===== src/rtl/jogo_desafio_memoria_pkg.sv =====
// rtl/jogo_desafio_memoria_pkg.sv - shared states, timing, pattern ROMs and limits for the memory game
package jogo_desafio_memoria_pkg;

  typedef enum logic [3:0] {
    INICIAL        = 4'h0,
    PREPARACAO     = 4'h1,
    MOSTRA         = 4'h2,
    ESPERA_MOSTRA  = 4'h3,
    PROXIMA_MOSTRA = 4'h4,
    ESPERA_JOGADA  = 4'h5,
    REGISTRA       = 4'h6,
    COMPARA        = 4'h7,
    PROXIMA_JOGADA = 4'h8,
    PROXIMA_RODADA = 4'h9,
    FINAL_ACERTO   = 4'hA,
    FINAL_TIMEOUT  = 4'hD,
    FINAL_ERRO     = 4'hE
  } estado_t;

  localparam int T_SHOW_DEF    = 500;
  localparam int T_GAP_DEF     = 500;
  localparam int T_TIMEOUT_DEF = 3000;

  localparam logic [3:0] LIMITE_FACIL   = 4'd3;
  localparam logic [3:0] LIMITE_DIFICIL = 4'd15;

  // Entry 0 is the rightmost nibble.
  localparam logic [15:0][3:0] ROM_A = {4{4'b1000, 4'b0100, 4'b0010, 4'b0001}};
  localparam logic [15:0][3:0] ROM_B = {4{4'b1000, 4'b0010, 4'b0100, 4'b0001}};

  function automatic logic [3:0] rom_dado(input logic sel, input logic [3:0] addr);
    return sel ? ROM_B[addr] : ROM_A[addr];
  endfunction

endpackage


===== src/rtl/jogo_desafio_memoria_hexa7seg.sv =====
// rtl/jogo_desafio_memoria_hexa7seg.sv - 4-bit hex to active-low seven-segment (gfedcba)
module hexa7seg (
  input  logic [3:0] hexa,
  output logic [6:0] display
);

  logic [6:0] w_seg;

  always_comb begin
    w_seg = 7'h00;
    case (hexa)
      4'h0: w_seg = 7'h3F;
      4'h1: w_seg = 7'h06;
      4'h2: w_seg = 7'h5B;
      4'h3: w_seg = 7'h4F;
      4'h4: w_seg = 7'h66;
      4'h5: w_seg = 7'h6D;
      4'h6: w_seg = 7'h7D;
      4'h7: w_seg = 7'h07;
      4'h8: w_seg = 7'h7F;
      4'h9: w_seg = 7'h6F;
      4'hA: w_seg = 7'h77;
      4'hB: w_seg = 7'h7C;
      4'hC: w_seg = 7'h39;
      4'hD: w_seg = 7'h5E;
      4'hE: w_seg = 7'h79;
      default: w_seg = 7'h71;
    endcase
  end

  assign display = ~w_seg;

endmodule


===== src/rtl/jogo_desafio_memoria.sv =====
// rtl/jogo_desafio_memoria.sv - Simon-style memory game top; JOGADA_ECHO_EN echoes botoes on leds while waiting for moves
module jogo_desafio_memoria
  import jogo_desafio_memoria_pkg::*;
#(
  parameter int T_SHOW    = T_SHOW_DEF,
  parameter int T_GAP     = T_GAP_DEF,
  parameter int T_TIMEOUT = T_TIMEOUT_DEF
) (
  input  logic       clock,
  input  logic       reset,
  input  logic       jogar,
  input  logic       chaveMemoria,
  input  logic       botaoDificuldade,
  input  logic [3:0] botoes,
  output logic [3:0] leds,
  output logic       ganhou,
  output logic       perdeu,
  output logic       pronto,
  output logic       timeout,
  output logic [6:0] db_contagem,
  output logic [6:0] db_memoria,
  output logic [6:0] db_estado,
  output logic [6:0] db_jogadafeita,
  output logic [6:0] db_limite,
  output logic       db_clock,
  output logic       db_igual,
  output logic       db_iniciar,
  output logic       db_tem_jogada,
  output logic       db_dificuldade,
  output logic       db_sel_memoria,
  output logic [1:0] db_selMux
);

  localparam logic [3:0] S_INICIAL        = INICIAL;
  localparam logic [3:0] S_PREPARACAO     = PREPARACAO;
  localparam logic [3:0] S_MOSTRA         = MOSTRA;
  localparam logic [3:0] S_ESPERA_MOSTRA  = ESPERA_MOSTRA;
  localparam logic [3:0] S_PROXIMA_MOSTRA = PROXIMA_MOSTRA;
  localparam logic [3:0] S_ESPERA_JOGADA  = ESPERA_JOGADA;
  localparam logic [3:0] S_REGISTRA       = REGISTRA;
  localparam logic [3:0] S_COMPARA        = COMPARA;
  localparam logic [3:0] S_PROXIMA_JOGADA = PROXIMA_JOGADA;
  localparam logic [3:0] S_PROXIMA_RODADA = PROXIMA_RODADA;
  localparam logic [3:0] S_FINAL_ACERTO   = FINAL_ACERTO;
  localparam logic [3:0] S_FINAL_TIMEOUT  = FINAL_TIMEOUT;
  localparam logic [3:0] S_FINAL_ERRO     = FINAL_ERRO;

  localparam int T_MAX_AB = (T_SHOW > T_GAP) ? T_SHOW : T_GAP;
  localparam int T_MAX    = (T_MAX_AB > T_TIMEOUT) ? T_MAX_AB : T_TIMEOUT;
  localparam int TW       = $clog2(T_MAX + 1);

  localparam logic [TW-1:0] FIM_SHOW    = TW'(T_SHOW - 1);
  localparam logic [TW-1:0] FIM_GAP     = TW'(T_GAP - 1);
  localparam logic [TW-1:0] FIM_TIMEOUT = TW'(T_TIMEOUT - 1);

  logic [3:0]    r_estado;
  logic [TW-1:0] r_timer;
  logic [3:0]    r_contagem;
  logic [3:0]    r_rodada;
  logic [3:0]    r_limite;
  logic [3:0]    r_jogada;
  logic          r_jogar_d;
  logic          r_botoes_nz_d;
  logic          r_dificuldade;
  logic          r_sel_memoria;

  logic          w_jogar_borda;
  logic          w_tem_jogada;
  logic [3:0]    w_dado;
  logic          w_igual;
  logic [1:0]    w_sel_mux;

  assign w_jogar_borda = jogar & ~r_jogar_d;
  assign w_tem_jogada  = (|botoes) & ~r_botoes_nz_d;
  assign w_dado        = rom_dado(r_sel_memoria, r_contagem);
  assign w_igual       = (r_jogada == w_dado);

  always_ff @(posedge clock or negedge reset) begin
    if (!reset) begin
      r_estado      <= S_INICIAL;
      r_timer       <= '0;
      r_contagem    <= '0;
      r_rodada      <= '0;
      r_limite      <= '0;
      r_jogada      <= '0;
      r_jogar_d     <= 1'b0;
      r_botoes_nz_d <= 1'b0;
      r_dificuldade <= 1'b0;
      r_sel_memoria <= 1'b0;
    end else begin
      r_jogar_d     <= jogar;
      r_botoes_nz_d <= |botoes;
      case (r_estado)
        S_INICIAL, S_FINAL_ACERTO, S_FINAL_ERRO, S_FINAL_TIMEOUT: begin
          if (w_jogar_borda) begin
            r_sel_memoria <= chaveMemoria;
            r_dificuldade <= botaoDificuldade;
            r_limite      <= botaoDificuldade ? LIMITE_DIFICIL : LIMITE_FACIL;
            r_rodada      <= '0;
            r_contagem    <= '0;
            r_timer       <= '0;
            r_estado      <= S_PREPARACAO;
          end
        end
        S_PREPARACAO: begin
          r_rodada   <= '0;
          r_contagem <= '0;
          r_timer    <= '0;
          r_estado   <= S_MOSTRA;
        end
        S_MOSTRA: begin
          if (r_timer == FIM_SHOW) begin
            r_timer  <= '0;
            r_estado <= S_ESPERA_MOSTRA;
          end else begin
            r_timer <= r_timer + 1'b1;
          end
        end
        S_ESPERA_MOSTRA: begin
          if (r_timer == FIM_GAP) begin
            r_timer <= '0;
            if (r_contagem == r_rodada) begin
              r_contagem <= '0;
              r_estado   <= S_ESPERA_JOGADA;
            end else begin
              r_estado <= S_PROXIMA_MOSTRA;
            end
          end else begin
            r_timer <= r_timer + 1'b1;
          end
        end
        S_PROXIMA_MOSTRA: begin
          r_contagem <= r_contagem + 4'd1;
          r_estado   <= S_MOSTRA;
        end
        S_ESPERA_JOGADA: begin
          // A move on the very last allowed cycle still wins over the timeout.
          if (w_tem_jogada) begin
            r_jogada <= botoes;
            r_estado <= S_REGISTRA;
          end else if (r_timer == FIM_TIMEOUT) begin
            r_estado <= S_FINAL_TIMEOUT;
          end else begin
            r_timer <= r_timer + 1'b1;
          end
        end
        S_REGISTRA: r_estado <= S_COMPARA;
        S_COMPARA: begin
          if (!w_igual)                    r_estado <= S_FINAL_ERRO;
          else if (r_contagem != r_rodada) r_estado <= S_PROXIMA_JOGADA;
          else if (r_rodada == r_limite)   r_estado <= S_FINAL_ACERTO;
          else                             r_estado <= S_PROXIMA_RODADA;
        end
        S_PROXIMA_JOGADA: begin
          r_contagem <= r_contagem + 4'd1;
          r_timer    <= '0;
          r_estado   <= S_ESPERA_JOGADA;
        end
        S_PROXIMA_RODADA: begin
          r_rodada   <= r_rodada + 4'd1;
          r_contagem <= '0;
          r_timer    <= '0;
          r_estado   <= S_MOSTRA;
        end
        default: r_estado <= S_INICIAL;
      endcase
    end
  end

  always_comb begin
    w_sel_mux = 2'b00;
    if (r_estado == S_MOSTRA) w_sel_mux = 2'b10;
`ifdef JOGADA_ECHO_EN
    if (r_estado == S_ESPERA_JOGADA) w_sel_mux = 2'b01;
`else
    if (r_estado == S_ESPERA_JOGADA) w_sel_mux = 2'b00;
`endif
  end

  always_comb begin
    leds = 4'b0000;
    case (w_sel_mux)
      2'b10:   leds = w_dado;
      2'b01:   leds = botoes;
      default: leds = 4'b0000;
    endcase
  end

  assign ganhou         = (r_estado == S_FINAL_ACERTO);
  assign perdeu         = (r_estado == S_FINAL_ERRO) || (r_estado == S_FINAL_TIMEOUT);
  assign pronto         = ganhou || perdeu;
  assign timeout        = (r_estado == S_FINAL_TIMEOUT);
  assign db_clock       = clock;
  assign db_igual       = w_igual;
  assign db_iniciar     = jogar;
  assign db_tem_jogada  = w_tem_jogada;
  assign db_dificuldade = r_dificuldade;
  assign db_sel_memoria = r_sel_memoria;
  assign db_selMux      = w_sel_mux;

  hexa7seg u_hex_contagem (.hexa(r_contagem), .display(db_contagem));
  hexa7seg u_hex_memoria  (.hexa(w_dado),     .display(db_memoria));
  hexa7seg u_hex_estado   (.hexa(r_estado),   .display(db_estado));
  hexa7seg u_hex_jogada   (.hexa(r_jogada),   .display(db_jogadafeita));
  hexa7seg u_hex_limite   (.hexa(r_rodada),   .display(db_limite));

endmodule


===== config.mk =====
export PLATFORM = sky130hd
export DESIGN_NAME = jogo_desafio_memoria
export DESIGN_NICKNAME = d
export VERILOG_FILES = /design/src/rtl/jogo_desafio_memoria_pkg.sv /design/src/rtl/jogo_desafio_memoria_hexa7seg.sv /design/src/rtl/jogo_desafio_memoria.sv
export SDC_FILE = /design/constraint.sdc
export NUM_CORES = 1
export LEC_CHECK = 0
export CAP_MARGIN = 10
export CORE_AREA = 2 2 97 99
export DETAILED_ROUTE_END_ITERATION = 10
export DIE_AREA = 0 0 99 101
export PLACE_DENSITY_LB_ADDON = 0.12
export SLEW_MARGIN = 20
export SYNTH_ARGS = -nofsm -noshare
export SYNTH_HDL_FRONTEND = slang
export SYNTH_HIERARCHICAL = 1
export SYNTH_SLANG_ARGS = --single-unit

===== constraint.sdc =====
create_clock -name clock -period 2.75 [get_ports clock]
set_input_delay 0.6875 -clock clock [delete_from_list [all_inputs] [get_ports clock]]
set_output_delay 0.6875 -clock clock [all_outputs]
set_load 0.01 [all_outputs]

* After elaboration in Yosys (flattened, before gate mapping)
Memories as Yosys holds them, arrays and structs flattened. Cells that the tools add are included.
Storage, ports and cells: output and inout bits 51, logic and storage cells 103, bits in read-only memories 688, register bits 36, memories kept 7, input port bits 9
Memory list:
- (name not given) | words 16, width 7, read ports 1, clocked after memory_dff 0, wr ports 0, RTL line jogo_desafio_memoria_hexa7seg.sv:11 | case (hexa)
- (name not given) | words 16, width 7, read ports 1, clocked after memory_dff 0, wr ports 0, RTL line jogo_desafio_memoria_hexa7seg.sv:11
- (name not given) | words 16, width 7, read ports 1, clocked after memory_dff 0, wr ports 0, RTL line jogo_desafio_memoria_hexa7seg.sv:11
- (name not given) | words 16, width 7, read ports 1, clocked after memory_dff 0, wr ports 0, RTL line jogo_desafio_memoria_hexa7seg.sv:11
- (name not given) | words 16, width 7, read ports 1, clocked after memory_dff 0, wr ports 0, RTL line jogo_desafio_memoria_hexa7seg.sv:11
- (name not given) | words 16, width 4, read ports 1, clocked after memory_dff 0, wr ports 0, RTL line jogo_desafio_memoria_pkg.sv:32 | return sel ? ROM_B[addr] : ROM_A[addr];
- 1 more memories
Operators by class: $add $sub $neg 3, multiplexer cells 27, equal/unequal tests 27, $lt $le $gt $ge 1, reduce and logical (&&, ||, !) cells 19, bitwise logic cells 9
Operators by type and width (count):
- $mux 12 | 4
- $mux 4 | 12
- $pmux 12 s4 | 1
- $not 7->7 | 5
- $pmux 4 s8 | 1
- $eq 4x4->1 const B | 5
- $eq 4x3->1 const B | 4
- $pmux 4 s4 | 1
- $add 12x1->12 const B | 1
- $eq 12x12->1 const B | 1
- $eq 12x9->1 const B | 1
- $eq 4x4->1 | 3
- $ne 2x2->1 const B | 6
- $pmux 4 s3 | 1
- $reduce_and 4->1 | 3
- $add 4x1->4 const B | 2
- $eq 4x2->1 const B | 2
- $mux 2 | 4
- $pmux 4 s2 | 1
- $reduce_bool 4->1 | 2
- $reduce_or 4->1 | 2
- $reduce_and 2->1 | 3
- $reduce_or 2->1 | 3
- $reduce_or 3->1 | 2
- other kinds (13) | 16

* Logic depth before layout (Yosys ltp)
Gate-level depths: netlist of the first run.
depth after elaboration 6, gate-level depth with buffers 9, depth with buffers taken out 9

* Modules after synthesis
The synthesis of the first run kept the hierarchy.
By module, submodules not included:
- jogo_desafio_memoria | area each 2208.4 um^2, seq. area each 825.8 um^2, cells each 237, instances 1
- hexa7seg | area each 252.7 um^2, seq. area each 0.0 um^2, cells each 31, instances 5

==> results of run 1 <==
-- worst max-delay path, delay by kind of cell (launching register included) --
kind / cells / cell delay (ns)
flops: 1 / 0.44
mux: 2 / 0.64
fa+ha+maj: 2 / 0.34
buf+inv: 4 / 0.42
-- cells by family (layout without fill, tap and decap cells) --
group,Yosys count,count (layout),share of synthesized area
other,1,1,0.00108
adder cells (fa/ha/maj),37,37,0.133
XOR/XNOR,10,10,0.0252
flip-flops,33,33,0.238
AND/OR/NAND/NOR,147,147,0.227
multiplexers,25,25,0.0984
buffers and inverters,50,149,0.0832
AO/OA/AOI/OAI,89,89,0.194
-- Yosys cell counts, types with 5 or more instances --
cell type | number | share of area
nand3_1 | 12 | 0.017
or3b_1 | 5 | 0.013
and3_1 | 8 | 0.014
buf_6 | 8 | 0.026
ha_1 | 37 | 0.13
mux4_1 | 5 | 0.038
o21ai_0 | 13 | 0.019
o32ai_1 | 5 | 0.013
dfrtp_1 | 33 | 0.24
a22o_1 | 16 | 0.040
inv_1 | 26 | 0.028
a32o_1 | 5 | 0.014
buf_2 | 8 | 0.012
xor2_1 | 7 | 0.018
nand2b_1 | 11 | 0.020
nor2_2 | 5 | 0.0090
nor2_1 | 37 | 0.040
o21ai_1 | 14 | 0.020
nand2_1 | 32 | 0.035
nor2b_1 | 15 | 0.027
a31oi_1 | 9 | 0.016
o31ai_1 | 7 | 0.015
mux2_2 | 7 | 0.023
mux2i_1 | 12 | 0.035
-- registers in the layout (all words and copies together) (netlist names) --
signal          flops
r_limite            2
r_estado            4
r_timer            12
db_sel_memoria      1
r_jogada            4
r_contagem          4
r_rodada            4
r_botoes_nz_d       1
r_jogar_d           1
-- layout make-up --
class / instances / area, um^2
multi-input combinational: 309 / 2510
clock inverter: 3 / 65.1
timing repair buffer: 111 / 958
inverter: 26 / 108
fill: 843 / 4250
clock buffer: 9 / 119
sequential: 33 / 832
tap: 111 / 139
-- worst paths after layout --
path,to,start,slack [ns],depth (start not counted)
worst max register to register,r_estado[1]$_DFFE_PN0P_,r_timer[0]$_DFFE_PN0P_,0.54,8
max in group asynchronous,r_estado[3]$_DFFE_PN0P_,reset,1.72,2
worst min register to register,r_limite[1]$_DFFE_PN0P_,r_limite[1]$_DFFE_PN0P_,0.50,1
worst min-delay path,r_limite[1]$_DFFE_PN0P_,r_limite[1]$_DFFE_PN0P_,0.50,1
worst max-delay path,db_memoria[3],r_contagem[1]$_DFFE_PN0P_,-0.19,8
min in group asynchronous,r_contagem[3]$_DFFE_PN0P_,reset,0.69,2
-- through the flow --
| stage | TNS [ns] | hold slack (ns) | std cells | worst slack (ns) |
|---|---|---|---|---|
| 4_1_cts | -0.871 | 0.494 | 600 | -0.171 |
| 3_3_place_gp | -0.529 | 0.473 | 580 | -0.188 |
| 5_1_grt | -1.99 | 0.542 | 602 | -0.275 |
| 6_report | -0.740 | 0.500 | 602 | -0.186 |
| 2_1_floorplan | 0 | 0.392 | 392 | 0.0189 |
| 3_5_place_dp | -1.28 | 0.476 | 580 | -0.291 |
-- repair_timing --
item,in CTS,in global routing
buffers inserted,10,3
setup endpoints to repair,36,31
pin swaps,4,4
gates resized for setup,91,32
hold endpoints to repair,0,0
hold buffers,0,0
-- layer usage --
metal / share of wire / global-route usage / up-vias / wire length, um
met5: 0 / 0 / - / 0
met4: 0.010 / 0.0516 / 0 / 87
met3: 0.029 / 0.0257 / 10 / 254
met2: 0.49 / 0.305 / 48 / 4260
met1: 0.47 / 0.227 / 1520 / 4030
li1: - / - / 1589 / -
-- power by group through the flow --
stage	Combinational [mW]	Sequential, mW	Clock, mW
6_report	3.47	0.758	0.693
5_1_grt	3.83	0.779	0.727
4_1_cts	3.40	0.754	0.711
3_5_place_dp	3.35	0.758	0.0370
3_3_place_gp	3.31	0.750	0.0370
2_1_floorplan	2.04	0.749	0.0300
-- cells in the final DEF, fill, tap and decap left out, types with 3 or more instances in the layout --
cell type	count
a31oi_1	9
xor2_1	7
inv_1	15
nand2b_1	10
nand2_1	32
clkdlybuf4s50_1	19
nor2_2	6
mux4_1	4
a22o_1	16
and3_1	8
o21ai_0	13
dlymetal6s2s_1	13
mux2_2	7
o32ai_1	4
inv_2	7
mux2i_1	11
ha_4	8
dfrtp_2	5
nor2b_1	13
buf_2	7
nor2_1	36
a32o_1	5
or3b_1	5
o31ai_1	7
dlygate4sd2_1	15
dfrtp_1	28
ha_1	22
buf_4	53
clkbuf_8	8
inv_4	4
a21oi_1	3
nand3_1	12
ha_2	7
xnor2_1	3
o21ai_1	14
==> run metrics, run 1 <==
Final Skew about 0.004 ns; Required @ worst endpoint ~2 ns; DIE HEIGHT between 100 and 150 um; max_slew headroom 0.601; share of layout cells above drive strength 1 0.285; status finished, violations left; Comb pwr share 0.705; Ys Warns 6; Syn Nets approximately 440; Final HPWL DP 6.36 mm; Worst path max stage delay approximately 0.46 ns; Starting Density 0.387; via count 3,167; Sw Share 0.432; failing checks setup timing; Worst VDD drop between 0.5 and 0.6 mV; initial antenna violation count 0; fin area about 4700 um^2; Initial DRT Pass Iterations 5; final core utilization 0.527; Startpoint Class flip-flop; Die Wd slightly below 100 um; fin nets about 540; fmax between 300 and 400 MHz; vias per cell approximately 5.3; P&R area growth vs syn 36.3%; CTS tree yes; EDFF count, synth 0; synth unique cells 58; slew at the pin closest to its max-slew limit between 0.5 and 0.6 ns; largest net degree at the start of global routing 34; Post-Synthesis Cells around 390; period utilization 1.07; count of input and output buffers 58; max-slew violations 0; Leak Pwr 2.30 nW; WL/cell 14.3 um; Tmin final roughly 2.9 ns; FP Rows 35; RSZ-0062 raised after global routing yes; CP arrival about 2.3 ns; P per Cell Area 1040 nW/um^2; MaxCap Viol Count 0; crit path kind flip-flop to primary output; IO Pins 60; Final Hold Viols 0; final WL approximately 8.6 mm; final worst slack -0.186 ns; Seq pwr share 0.154; routability cong. around 0.8; Psw 2.13 mW; first-pass GRT wire length roughly 14 mm; core area ~9000 um^2; CP cell instances inv_4, ha_4, mux2i_4, inv_2, buf_6, ha_2, mux4_2, buf_6; grt ovf 0; cell area after synthesis 3470 um^2; clk_lat worst skew 0.40 ns; Seq cells post-synth 33; element type at the critical path end primary output; Clk pwr share 0.141; Overall Power 4.92 mW; Slowest cell on crit path mux4_2; ANT nets after route 0; total track usage 0.176; DRT iter0 DRCs approximately 140; via count of the first global-routing pass just over 3,000; Critical Path Most Common Cell buf_6; Placed Area approximately 4300 um^2; hold crit path type flip-flop to flip-flop; CP max FO 4; Seq/Total Area, Yosys 0.238; Int Pwr about 2.8 mW; Residual DRC 0; main flop type after synthesis dfrtp_1; syn avg cell area a little under 9 um^2; DIE AREA around 10000 um^2; FFs w/ async S/R, synth 1.00; endpoints failing setup 11; Worst-path clk slew about 0.07 ns; # diodes 0
(Power assumes the default switching activity.)
==> inputs of run 2 (changes only) <==
==> constraint.sdc (replaced) <==
create_clock -name clock -period 2.6 [get_ports clock]
set_input_delay 0.65 -clock clock [delete_from_list [all_inputs] [get_ports clock]]
set_output_delay 0.65 -clock clock [all_outputs]
set_load 0.01 [all_outputs]
==> run metrics, run 2 (same netlist as run 1, synthesis figures left out) <==
status finished, violations left; failing checks setup timing; Int Pwr 2.97 mW (+6.2%); fin cells 617 (+2.5%); reg2reg start r_contagem[0]$_DFFE_PN0P_; Psw 2.36 mW (+11%); Comb pwr share 0.739 (+0.034); commonest non-fill, non-tap cell in the layout buf_4; Largest register FFs 12 (unchanged); clk_lat worst skew 0.41 ns (about the same); ANT nets after route 0 (unchanged); r2r setup slk 0.42 ns (-0.12 ns); routability cong. 0.829 (+3.3%); Worst R2R End r_contagem[2]$_DFFE_PN0P_; endpoints failing setup 8 (-3); CP arrival 2.21 ns (-0.04 ns); largest net degree at the start of global routing 34 (unchanged); via count of the first global-routing pass 3,087 (+1.8%); grt ovf 0 (unchanged); Filler cells 837 (-0.71%); FP Rows 35 (unchanged); RSZ-0062 raised after global routing yes; max-slew violations 0 (unchanged); CP bufs+invs 5 (+1); count of input and output buffers 58 (unchanged); most frequent cells in the layout buf_4 (60), nor2_1 (36), nand2_1 (31), dfrtp_1 (26), dlygate4sd2_1 (25); Worst VDD drop 0.434 mV (-17%); Overall Power 5.34 mW (+8.3%); hold crit path type flip-flop to flip-flop; DRT iter0 DRCs 145 (+5.8%); Sw Share 0.443 (+0.0111); worst hold slack 0.509 ns (+0.00877 ns); slew at the pin closest to its max-slew limit 0.560 ns (-0.0323 ns); Initial DRT Pass Iterations 4 (-1); P per Cell Area 1090 nW/um^2 (+5.1%); final WL 8.97 mm (+3.9%); pre-CTS WS -0.317 ns (-0.0264 ns); Hold EP r_limite[1]$_DFFE_PN0P_; first-pass GRT wire length 14.6 mm (+1.2%); fmax 350 MHz; fin area 4880 um^2 (+3.0%); Reg area 835 um^2 (+0.30%); Starting Density 0.387 (unchanged); DIE HEIGHT 101 um (unchanged); Biggest register r_timer; core area 8980 um^2 (unchanged); CP max FO 4 (unchanged); Critical Path Most Common Cell inv_2; max_slew headroom 0.623 (+0.0217); Clk pwr share 0.111 (-0.030); Residual DRC 0 (unchanged); Worst path max stage delay 0.47 ns (about the same); Die Wd 99 um (unchanged); Startpoint Class flip-flop; Hold Path Origin r_limite[1]$_DFFE_PN0P_; vias per cell 5.30 (+0.74%); share of layout cells above drive strength 1 0.344 (+0.0587); Tmin final roughly 2.9 ns; initial antenna violation count 0 (unchanged); final worst slack -0.261 ns (-0.0750 ns); CP Depth 9 (+1); CP cell instances inv_2, ha_4, mux2i_4, inv_2, inv_4, ha_4, inv_2, mux4_2, buf_6; period utilization 1.10; total track usage 0.178 (+0.00171); Leak Pwr 2.31 nW (+0.38%); DIE AREA 10000 um^2 (unchanged); IO Pins 60 (unchanged); Worst-path clk slew 0.07 ns (about the same); Slowest cell on crit path mux4_2; WL/cell 14.5 um (+1.4%); P&R area growth vs syn 40.4%; element type at the critical path end primary output; Multi-input gate area 2600 um^2 (+3.4%); CTS tree yes; MaxCap Viol Count 0 (unchanged); via count 3,270 (+3.3%); Placed Area 4350 um^2 (+0.69%); Placed Cells 582 (+0.34%); Seq pwr share 0.149 (-0.005); Required @ worst endpoint 1.95 ns (-0.11 ns); fin nets 551 (+2.8%); Final Skew 0.00731 ns (+0.00329 ns); # diodes 0 (unchanged); Top delay family on crit path multiplexers; Worst R2R Path Depth 8 (unchanged); hold path cells 1 (unchanged); Final HPWL DP 6.26 mm (-1.6%); crit path kind flip-flop to primary output; Final Hold Viols 0 (unchanged)
## run 2: cell count changes in the layout (fill, tap and decap cells not counted), moves of 4 or more
cell	delta
buf_2	+6
buf_4	+7
buf_6	+6
clkdlybuf4s50_1	-6
dlygate4sd2_1	+10
dlymetal6s2s_1	-10
inv_1	-4
inv_2	+5
## run 2: repair_timing
item | 4_1_cts | 5_1_grt
endpoints found under the setup margin | 45 | 24
pin swaps | 4 | 8
cloned | 0 | 1
gates resized for setup | 129 | 41
setup buffers | 17 | 9
hold buffers | 0 | 0
## run 2: through the flow
stage                     setup TNS (ns)  utilization
final                             -0.961        0.543
after global routing               -1.60        0.543
after global placement             -1.22        0.485
after CTS                          -1.90        0.520
after detailed placement           -1.73        0.485
after floorplan                        0            -
## run 2: metal layers
layer | GRT usage | share of wire
met5 | 0 | 0
met4 | 0.0558 | 0.013
met3 | 0.0277 | 0.032
met2 | 0.305 | 0.49
met1 | 0.230 | 0.46
## run 2: power by group through the flow
stage / clock [mW] / sequential, mW / combinational, mW
floorplan: 0.0317 / 0.795 / 2.16
global route: 0.630 / 0.821 / 4.35
detailed placement: 0.0391 / 0.795 / 3.61
CTS: 0.615 / 0.778 / 3.69
finish: 0.595 / 0.797 / 3.94
global placement: 0.0391 / 0.789 / 3.57
## run 2: worst max-delay path by stage
stage	startpoint	endpoint	slack (ns)
after floorplan	r_contagem[0]$_DFFE_PN0P_	db_memoria[0]	0.00007
after CTS	r_contagem[0]$_DFFE_PN0P_	db_memoria[0]	-0.30
final	r_contagem[1]$_DFFE_PN0P_	db_memoria[3]	-0.26
after global routing	r_contagem[1]$_DFFE_PN0P_	db_memoria[3]	-0.31
after detailed placement	r_contagem[0]$_DFFE_PN0P_	db_memoria[0]	-0.32
after global placement	r_contagem[0]$_DFFE_PN0P_	db_memoria[0]	-0.24
## run 2: cell type report
class	count	area share
clock inverter	1	0.00103
timing repair buffer	126	0.215
multi-input combinational	309	0.533
sequential	33	0.171
inverter	26	0.0216
clock buffer	11	0.0300
tap	111	0.0285
==> inputs of run 3 (changes only) <==
--- a/config.mk
+++ b/config.mk
@@ -5,6 +5,7 @@
 export SDC_FILE = /design/constraint.sdc
 export NUM_CORES = 1
 export LEC_CHECK = 0
+export ABC_CLOCK_PERIOD_IN_PS = 2600
 export CAP_MARGIN = 10
 export CORE_AREA = 2 2 97 99
 export DETAILED_ROUTE_END_ITERATION = 10
==> results of run 3 <==
Final layout, timing and power as in run 2 (identical DEF).
